[src/rtl/mem_word_sequencer.sv]
// Byte-serial load/store engine: moves 1..WORD_BYTES bytes between a data word
// and an 8-bit memory behind one Start/Done handshake.
module mem_word_sequencer #(
  parameter int WORD_BYTES = 4,
  parameter int ADDR_W     = 16,
  parameter bit BIG_ENDIAN = 1'b0,
  localparam int DW = 8 * WORD_BYTES,
  localparam int LW = $clog2(WORD_BYTES)
) (
  input  logic              Clock,
  input  logic              Reset,
  input  logic              Start,
  input  logic              Write,
  input  logic [LW-1:0]     Len,
  input  logic              SignExt,
  input  logic [ADDR_W-1:0] BaseAddr,
  input  logic [DW-1:0]     WData,
  output logic              Ready,
  output logic              Done,
  output logic [DW-1:0]     RData,
  output logic [ADDR_W-1:0] Mem_Address,
  output logic [7:0]        Mem_Data,
  output logic              Mem_WR,
  output logic              Mem_CS,
  input  logic [7:0]        MemOut
);

  typedef enum logic [1:0] {IDLE, STORE, LOAD, LAST} state_t;

  state_t state_reg, state_next;

  // One extra bit so the count can sit at Len+1 while in LAST.
  logic [LW:0]       cnt_reg;
  logic [LW-1:0]     len_reg;
  logic              sext_reg;
  logic [ADDR_W-1:0] base_reg;
  logic [DW-1:0]     wdata_reg;
  logic [DW-1:0]     asm_reg;
  logic [DW-1:0]     rdata_reg;
  logic              done_reg;

  logic              accept;
  logic              last_byte;
  logic              capture;
  logic [LW-1:0]     cap_k;
  logic [LW-1:0]     cap_pos;
  logic [LW-1:0]     store_idx;
  logic [DW-1:0]     asm_next;
  logic [DW-1:0]     ext_result;
  logic              sign_bit;

  assign accept    = Start && (state_reg == IDLE);
  assign last_byte = (cnt_reg == {1'b0, len_reg});

  // MemOut arriving now belongs to the address presented one cycle earlier.
  assign capture   = ((state_reg == LOAD) && (cnt_reg != '0)) || (state_reg == LAST);
  assign cap_k     = LW'(cnt_reg - 1'b1);
  assign cap_pos   = BIG_ENDIAN ? (len_reg - cap_k) : cap_k;
  assign store_idx = BIG_ENDIAN ? (len_reg - cnt_reg[LW-1:0]) : cnt_reg[LW-1:0];

  always_comb begin
    asm_next = asm_reg;
    asm_next[8*cap_pos +: 8] = MemOut;
  end

  assign sign_bit = asm_next[8*len_reg + 7];

  // Bytes above the transfer length are filled; stale assembly bytes never leak out.
  for (genvar gi = 0; gi < WORD_BYTES; gi++) begin : g_ext
    assign ext_result[gi*8 +: 8] = (LW'(gi) > len_reg) ? {8{sext_reg & sign_bit}}
                                                        : asm_next[gi*8 +: 8];
  end

  always_ff @(posedge Clock or negedge Reset) begin
    if (!Reset) begin
      state_reg <= IDLE;
    end else begin
      state_reg <= state_next;
    end
  end

  always_comb begin
    state_next = state_reg;
    case (state_reg)
      IDLE:    if (Start) state_next = Write ? STORE : LOAD;
      STORE:   if (last_byte) state_next = IDLE;
      LOAD:    if (last_byte) state_next = LAST;
      LAST:    state_next = IDLE;
      default: state_next = IDLE;
    endcase
  end

  always_ff @(posedge Clock or negedge Reset) begin
    if (!Reset) begin
      cnt_reg   <= '0;
      len_reg   <= '0;
      sext_reg  <= 1'b0;
      base_reg  <= '0;
      wdata_reg <= '0;
      asm_reg   <= '0;
      rdata_reg <= '0;
      done_reg  <= 1'b0;
    end else begin
      if (accept) begin
        cnt_reg   <= '0;
        len_reg   <= Len;
        sext_reg  <= SignExt;
        base_reg  <= BaseAddr;
        wdata_reg <= WData;
      end else if ((state_reg == STORE) || (state_reg == LOAD)) begin
        cnt_reg <= cnt_reg + 1'b1;
      end
      if (capture) begin
        asm_reg <= asm_next;
      end
      if (state_reg == LAST) begin
        rdata_reg <= ext_result;
      end
      done_reg <= ((state_reg == STORE) && last_byte) || (state_reg == LAST);
    end
  end

  always_comb begin
    Mem_CS      = 1'b1;
    Mem_WR      = 1'b0;
    Mem_Address = '0;
    Mem_Data    = '0;
    case (state_reg)
      STORE: begin
        Mem_CS      = 1'b0;
        Mem_WR      = 1'b1;
        Mem_Address = base_reg + ADDR_W'(cnt_reg);
        Mem_Data    = wdata_reg[8*store_idx +: 8];
      end
      LOAD: begin
        Mem_CS      = 1'b0;
        Mem_Address = base_reg + ADDR_W'(cnt_reg);
      end
      default: ;
    endcase
  end

  assign Ready = (state_reg == IDLE);
  assign Done  = done_reg;
  assign RData = rdata_reg;

endmodule
[config.mk]
export PLATFORM = sky130hd
export DESIGN_NAME = mem_word_sequencer
export DESIGN_NICKNAME = d
export VERILOG_FILES = /design/src/rtl/mem_word_sequencer.sv
export SDC_FILE = /design/constraint.sdc
export NUM_CORES = 1
export LEC_CHECK = 0
export CORE_ASPECT_RATIO = 2
export CORE_MARGIN = 3
export CORE_UTILIZATION = 45
export CTS_CLUSTER_DIAMETER = 80
export DETAILED_ROUTE_END_ITERATION = 16
export DONT_BUFFER_PORTS = 1
export GPL_TIMING_DRIVEN = 0
export PLACE_DENSITY = 0.72
export REMOVE_ABC_BUFFERS = 1
export SYNTH_ARGS = -nofsm -noshare
export SYNTH_HDL_FRONTEND = slang
export SYNTH_SLANG_ARGS = --single-unit
[constraint.sdc]
create_clock -name Clock -period 5.1 [get_ports Clock]
set_input_delay 0 -clock Clock [delete_from_list [all_inputs] [get_ports Clock]]
set_output_delay 0 -clock Clock [all_outputs]
set_load 0.05 [all_outputs]
==> results_dict.tcl, run 1 <==
set metrics [dict create \
    ys.flop_type "dfrtp_1" \
    path_class "reg2reg" \
    setup.worst_path.end_class "flip-flop" \
    powerDensity_mw_per_mm2 794 \
    cts.path.max_buffers 2 \
    first_pass_iters 5 \
    synth_top_cell_by_area "dfrtp_1" \
    antenna_left 0 \
    status "completed" \
    drc_errors 0 \
    slew_headroom 0.0677 \
    timing.rr.start "cnt_reg[0]" \
    cts_tree "done" \
    ys_seq_elements 121 \
    syn_area_mm2 0.00592 \
    die_w_um 87.1 \
    fin_area_mm2 0.00724 \
    diodes 0 \
    power_leakage_uw 0.00304 \
    numClockSinks 121 \
    cts_root_buffer "clkbuf_16" \
    worst_slew_pin_slew_ns 1.38 \
    finalSetupViolCount 0 \
    syn_inst 530 \
    setup_slack_ns 1.37 \
    netlist.area_leader.share 0.512 \
    vias 4276 \
    yosysUniqueCellTypes 54 \
    period_minus_slack_ns 3.73 \
    die_area_mm2 0.0146 \
    crit_path_top_delay_cell "nor4bb_1" \
    clkTransAtPathRegs_ns 0.06 \
    rsz0062_at_grt "no" \
    wl_per_cell_um 19.7 \
    drt_iter0_drc 236 \
    hold_path.class "in2reg" \
    path_max_fanout 23 \
    cts_inserted_buffers 17 \
    cp_top_family "simple AND/OR/NAND/NOR gates" \
    antenna_found_initial 0 \
    clock.fmax_mhz 268 \
    start_kind "flip-flop" \
    ctsHtreeMaxLevel 4 \
    final_net_count 661 \
    dpl_cell_area_mm2 0.00602 \
    path_cells "inv_1, ha_1, nor4bb_1, nand4b_1, o2111ai_1, o31ai_4, a21oi_1" \
    synth_edf_count 0 \
    yosysWarnings 0 \
    hold_viol 0 \
    grt_max_degree 122 \
    crit_required_ns 5.43 \
    initial_utilization 0.466 \
    rows 58 \
    finalMaxSlewViolations 0 \
    async_reset_ff_frac 1.00 \
    path_depth 7 \
    worst-path-buf-inv 1 \
    vias_per_cell 5.72 \
    overflow 0 \
    die_h_um 168 \
    port_buffers 0 \
    skew_ns 0.00702 \
    gp_congestion 0.877 \
    peakVddDrop_v 0.000564 \
    max_cap_violations 0 \
    clkLatencyLatePin_ns 0.42 \
    syn_avg_cell_area_um2 11.2 \
    wl_um 14700 \
    grt_pass1_vias 4661 \
    min_from "MemOut[7]" \
    finalCritPeriodShare 0.732 \
    critPathArrivalTime_ns 4.06 \
    final_util 0.570 \
    post-place-ws_ns 1.37 \
    r2r_slack_ns 1.37 \
    core_mm2 0.0127 \
    reg2regPathDepth 7 \
    drive_gt1_frac 0.183 \
    tns_ns 0 \
    grt_pass1_wl_um 24100 \
    hold_slack_ns 0.0416 \
    netlist_top_cells_area "dfrtp_1, mux2_2, a21oi_1" \
    critPathMaxStageDelay_ns 1.12 \
    io_pins 123 \
    areaGrowthSynthToFinish_pct 22.3 \
    crit_start "cnt_reg[0]" \
    hold_path_depth 3 \
    post-dp-hpwl_um 9930 \
    grt_usage 0.214 \
    cts_resized 0 \
    ys_seq_area_frac 0.512 \
]
[power by group]
part	internal [uW]	total, uW	switching, uW
Combinational	870	2360	1490
Sequential	1410	2240	829
Clock	678	1140	465
Total	2960	5740	2780
[layer usage]
metal / GRT usage / vias up / share of wire
met5: 0 / - / 0
met2: 0.390 / 142 / 0.57
met4: 0.0963 / 0 / 0.028
met1: 0.219 / 2115 / 0.34
met3: 0.0607 / 28 / 0.057
li1: - / 1991 / -
[path summary, 6_finish.rpt]
| check | to |
|---|---|
| min | RData[23] |
| min in group asynchronous | RData[21] |
| max | RData[26] |
| min reg2reg | asm_reg[27] |
| max in group asynchronous | wdata_reg[18] |
| max reg2reg | RData[26] |
[through the flow]
step,instances,total power (uW)
2_1_floorplan,499,4060
5_1_grt,747,6080
4_1_cts,747,5780
3_3_place_gp,649,4410
3_5_place_dp,652,4550
6_report,747,5740
[repair_timing]
action / in CTS / in global routing
setup buffers: 0 / 0
hold buffers: 63 / 0
hold endpoints to repair: 238 / 0
[layout make-up]
type / count / area [um^2]
clock buffers: 17 / 425
clock inverters: 15 / 143
fillers: 1000 / 5460
inverters: 15 / 56.3
multi-input cells: 363 / 2690
flip-flops and latches: 121 / 3030
well taps: 150 / 188
repair buffers: 66 / 703
[synthesized netlist by cell type, drive strengths merged (2+ instances only)]
cell type  instances
and3               3
dfrtp            121
nand3b             2
a21o               4
nand3              4
and2              17
and4               4
a31oi              4
o21ai             16
a311oi             7
a211oi             2
nor2              55
o221ai             8
a22o              10
a21oi             47
xor2              10
nand2b             3
xnor2              6
nor3               3
a22oi             14
clkbuf            13
mux2              52
nand4              3
nand2             34
buf               18
mux4               8
inv               15
nor2b             19
ha                13
[layout by cell type (no fill, tap or decap), types with 2 or more instances in the layout]
cell / netlist / routed
dfrtp_1: 121 / 121
dlygate4sd3_1: 0 / 62
nor2_1: 55 / 55
mux2_2: 52 / 52
a21oi_1: 46 / 46
nand2_1: 34 / 33
nor2b_1: 19 / 19
clkbuf_16: 0 / 17
and2_1: 16 / 16
inv_1: 15 / 15
o21ai_0: 15 / 15
a22oi_1: 14 / 14
ha_1: 13 / 12
xor2_1: 10 / 10
a22o_1: 10 / 10
mux4_2: 8 / 8
o221ai_1: 8 / 8
a311oi_1: 7 / 7
xnor2_1: 6 / 6
inv_6: 0 / 6
clkinvlp_4: 0 / 5
and4_1: 4 / 4
a21o_1: 4 / 4
and3_1: 3 / 3
nand4_1: 3 / 3
nand3_1: 3 / 3
a31oi_1: 3 / 3
nand2b_1: 3 / 3
a211oi_1: 2 / 2
nor3_1: 2 / 2
nand3b_1: 2 / 2
clkinv_4: 0 / 2
buf_16: 0 / 2
[worst reg2reg max path: cells and delay by family, from the launching register on]
kind	cells	cell delay, ns
AND/OR/NAND/NOR	2	1.29
adder cells (fa/ha/maj)	1	0.54
buffers and inverters	1	0.19
flip-flops	1	1.08
AO/OA/AOI/OAI	3	0.54
[logic make-up (layout without fill, tap and decap cells)]
kind of cell	Yosys count	after routing	share of synthesized area
and+or+nand+nor	153	153	0.130
DFF	121	121	0.512
AOI/OAI and AO/OA	119	119	0.138
muxes	61	61	0.131
buffers and inverters	46	113	0.0340
xor gates and xnor gates	16	16	0.0237
adders and majority gates	14	14	0.0309
(Power assumes the default switching activity.)
==> inputs of run 2 (changes only) <==
--- a/config.mk
+++ b/config.mk
@@ -5,6 +5,7 @@
 export SDC_FILE = /design/constraint.sdc
 export NUM_CORES = 1
 export LEC_CHECK = 0
+export ABC_AREA = 1
 export CORE_ASPECT_RATIO = 2
 export CORE_MARGIN = 3
 export CORE_UTILIZATION = 45
@@ -12,7 +13,7 @@
 export DETAILED_ROUTE_END_ITERATION = 16
 export DONT_BUFFER_PORTS = 1
 export GPL_TIMING_DRIVEN = 0
-export PLACE_DENSITY = 0.72
+export PLACE_DENSITY = 0.74
 export REMOVE_ABC_BUFFERS = 1
 export SYNTH_ARGS = -nofsm -noshare
 export SYNTH_HDL_FRONTEND = slang
==> constraint.sdc (replaced) <==
create_clock -name Clock -period 3.1 [get_ports Clock]
set_input_delay 0 -clock Clock [delete_from_list [all_inputs] [get_ports Clock]]
set_output_delay 0 -clock Clock [all_outputs]
set_load 0.05 [all_outputs]
==> run 2 against run 1 <==
Net effect:
- critical path depth down 1
- worst setup slack worse by 1.2 ns
- power up 61%
- clock skew up 0.0020 ns
- first-iteration DRC count down 0.42%
- sequential power up 63%
- via count up 20%
- final cell count up 28%
- critical path type is now reg2out
- critical endpoint is now Mem_Address[4]
- largest power group is now registers
==> results_dict.tcl, run 2 <==
set metrics [dict create \
    path_class "reg2out" \
    finalCritPeriodShare 0.946 \
    path_depth 6 \
    worst-path-buf-inv 0 \
    ys_seq_elements 121 \
    finalSetupViolCount 0 \
    grt_max_degree 122 \
    first_pass_iters 5 \
    power_frac_comb 0.391 \
    gp_congestion 0.788 \
    final_net_count 870 \
    grt_usage 0.219 \
    dpl_cell_area_mm2 0.00602 \
    max_cap_violations 0 \
    final_common_cell "nand2_1" \
    cp_top_family "simple AND/OR/NAND/NOR gates" \
    die_h_um 169 \
    vias_per_cell 5.35 \
    syn_area_mm2 0.00598 \
    mostFrequentLayoutCells "nand2_1, dfrtp_1, nor2_1, o21ai_0, a21oi_1" \
    hold_path.class "in2reg" \
    rows 59 \
    drt_iter0_drc 235 \
    worst_slew_pin_slew_ns 1.07 \
    syn_avg_cell_area_um2 7.96 \
    timing.rr.end "asm_reg[8]" \
    syn_inst 751 \
    path_cells "ha_1, fa_1, nand2_1, a21oi_1, and2_1, nor2_1" \
    p_int_uw 4520 \
    antenna_found_initial 0 \
    cts_inserted_buffers 17 \
    p_sw_uw 4710 \
    status "completed" \
    tns_ns 0 \
    drive_gt1_frac 0.0769 \
    ctsHtreeMaxLevel 4 \
    clkTransAtPathRegs_ns 0.05 \
    antenna_left 0 \
    peakVddDrop_v 0.000856 \
    rsz0062_at_grt "no" \
    cts_setup_buffers 0 \
    synth_commonest_cells "nand2_1, dfrtp_1, nor2_1" \
    drc_errors 0 \
    synth_top_cell_by_area "dfrtp_1" \
    cts.path.max_buffers 2 \
    diodes 0 \
    crit_start "cnt_reg[0]" \
    critPathMaxStageDelay_ns 0.77 \
    cts_root_buffer "clkbuf_16" \
    numClockSinks 121 \
    ys_seq_area_frac 0.507 \
    netlist.area_leader.share 0.507 \
    core_mm2 0.0130 \
    die_area_mm2 0.0148 \
    r2r_slack_ns 0.35 \
    yosysWarnings 0 \
    yosysMostFrequentCell "nand2_1" \
    port_buffers 0 \
    final_cells 958 \
    critPathArrivalTime_ns 2.93 \
    crit_end "Mem_Address[4]" \
    post-dp-hpwl_um 10100 \
    initial_utilization 0.460 \
    grt_pass1_wl_um 25400 \
    crit_path_top_delay_cell "nor2_1" \
    setup.worst_path.end_class "output port" \
    synth_edf_count 0 \
    clock.fmax_mhz 341 \
    async_reset_ff_frac 1.00 \
    start_kind "flip-flop" \
    io_pins 123 \
    grt_pass1_vias 5213 \
    final_util 0.558 \
    fin_area_mm2 0.00724 \
    swShare 0.510 \
    pwr-share-seq 0.396 \
    post-place-cells 869 \
    setup_slack_ns 0.169 \
    path_max_fanout 27 \
    timing.rr.start "state_reg[0]" \
    period_minus_slack_ns 2.93 \
    ys.flop_type "dfrtp_1" \
    skew_ns 0.00903 \
    yosysUniqueCellTypes 36 \
    slew_headroom 0.291 \
    powerDensity_mw_per_mm2 1270 \
    vias 5122 \
    overflow 0 \
    clkLatencyLatePin_ns 0.41 \
    hold_viol 0 \
    post-place-ws_ns -1.34 \
    finalMaxSlewViolations 0 \
    cts_tree "done" \
    wl_per_cell_um 16.3 \
    die_w_um 87.5 \
    crit_required_ns 3.10 \
    pwr-share-clk 0.213 \
    netlist_top_cells_area "dfrtp_1, nand2_1, o21ai_0" \
    wl_um 15600 \
    power_leakage_uw 0.00341 \
    reg2regPathDepth 4 \
    areaGrowthSynthToFinish_pct 21.2 \
]
[run 2: per-layer routing]
metal  part of all wire  global-route usage  wire length (um)  vias up
met3              0.039              0.0497               606       40
met2               0.52               0.377              8150      143
met5                  0                   0                 0        -
met4              0.047               0.115               729        0
met1               0.39               0.246              6160     2419
li1                   -                   -                 -     2520
[run 2: worst min path at each step]
stage | end | slack [ns] | cells past startpoint | from
6_report | RData[2] | 0.004 | 4 | MemOut[2]
3_3_place_gp | RData[24] | -0.29 | 0 | Reset
5_1_grt | RData[6] | 0.04 | 4 | MemOut[6]
2_1_floorplan | Done | -0.30 | 0 | Reset
3_5_place_dp | RData[10] | -0.29 | 0 | Reset
4_1_cts | RData[2] | 0.005 | 4 | MemOut[2]
[run 2: layout make-up]
class	count	area, um^2
clock buffers	19	453
clock inverters	13	145
fillers	1172	5750
inverters	68	264
multi-input cells	528	2570
flip-flops and latches	121	3030
well taps	152	190
repair buffers	57	588
[run 2: cell families after synthesis]
kind of cell               synth area share
AOI/OAI and AO/OA                     0.158
adders and majority gates            0.0306
and+or+nand+nor                       0.229
buffers and inverters                0.0708
DFF                                   0.507
xor gates and xnor gates            0.00440
[run 2: power by group through the flow]
| stage | logic [uW] | clock network (uW) | registers (uW) |
|---|---|---|---|
| final | 3610 | 1970 | 3660 |
| after global routing | 4040 | 2070 | 3760 |
| after CTS | 3610 | 1990 | 3670 |
| after detailed placement | 3460 | 0 | 3680 |
| after global placement | 3380 | 0 | 3660 |
| after floorplan | 2820 | 0 | 3480 |
[run 2: stage by stage]
step / total power [uW] / hold WS, ns
detailed placement: 7140 / -0.291
finish: 9230 / 0.00372
global placement: 7040 / -0.290
floorplan: 6300 / -0.296
CTS: 9270 / 0.00473
global route: 9870 / 0.0449
[run 2: worst reg2reg max path: cells and delay by family, from the launching register on]
family	cells	cell delay, ns
and+or+nand+nor	1	0.67
DFF	1	0.41
adders and majority gates	1	0.69
AOI/OAI and AO/OA	1	0.18
buffers and inverters	1	0.67
[run 2: repair_timing]
action | 4_1_cts | 5_1_grt
hold buffers | 57 | 0
resized for setup | 11 | 4
setup endpoints to repair | 85 | 5
endpoints found under the hold margin | 180 | 0
pin swaps | 0 | 0
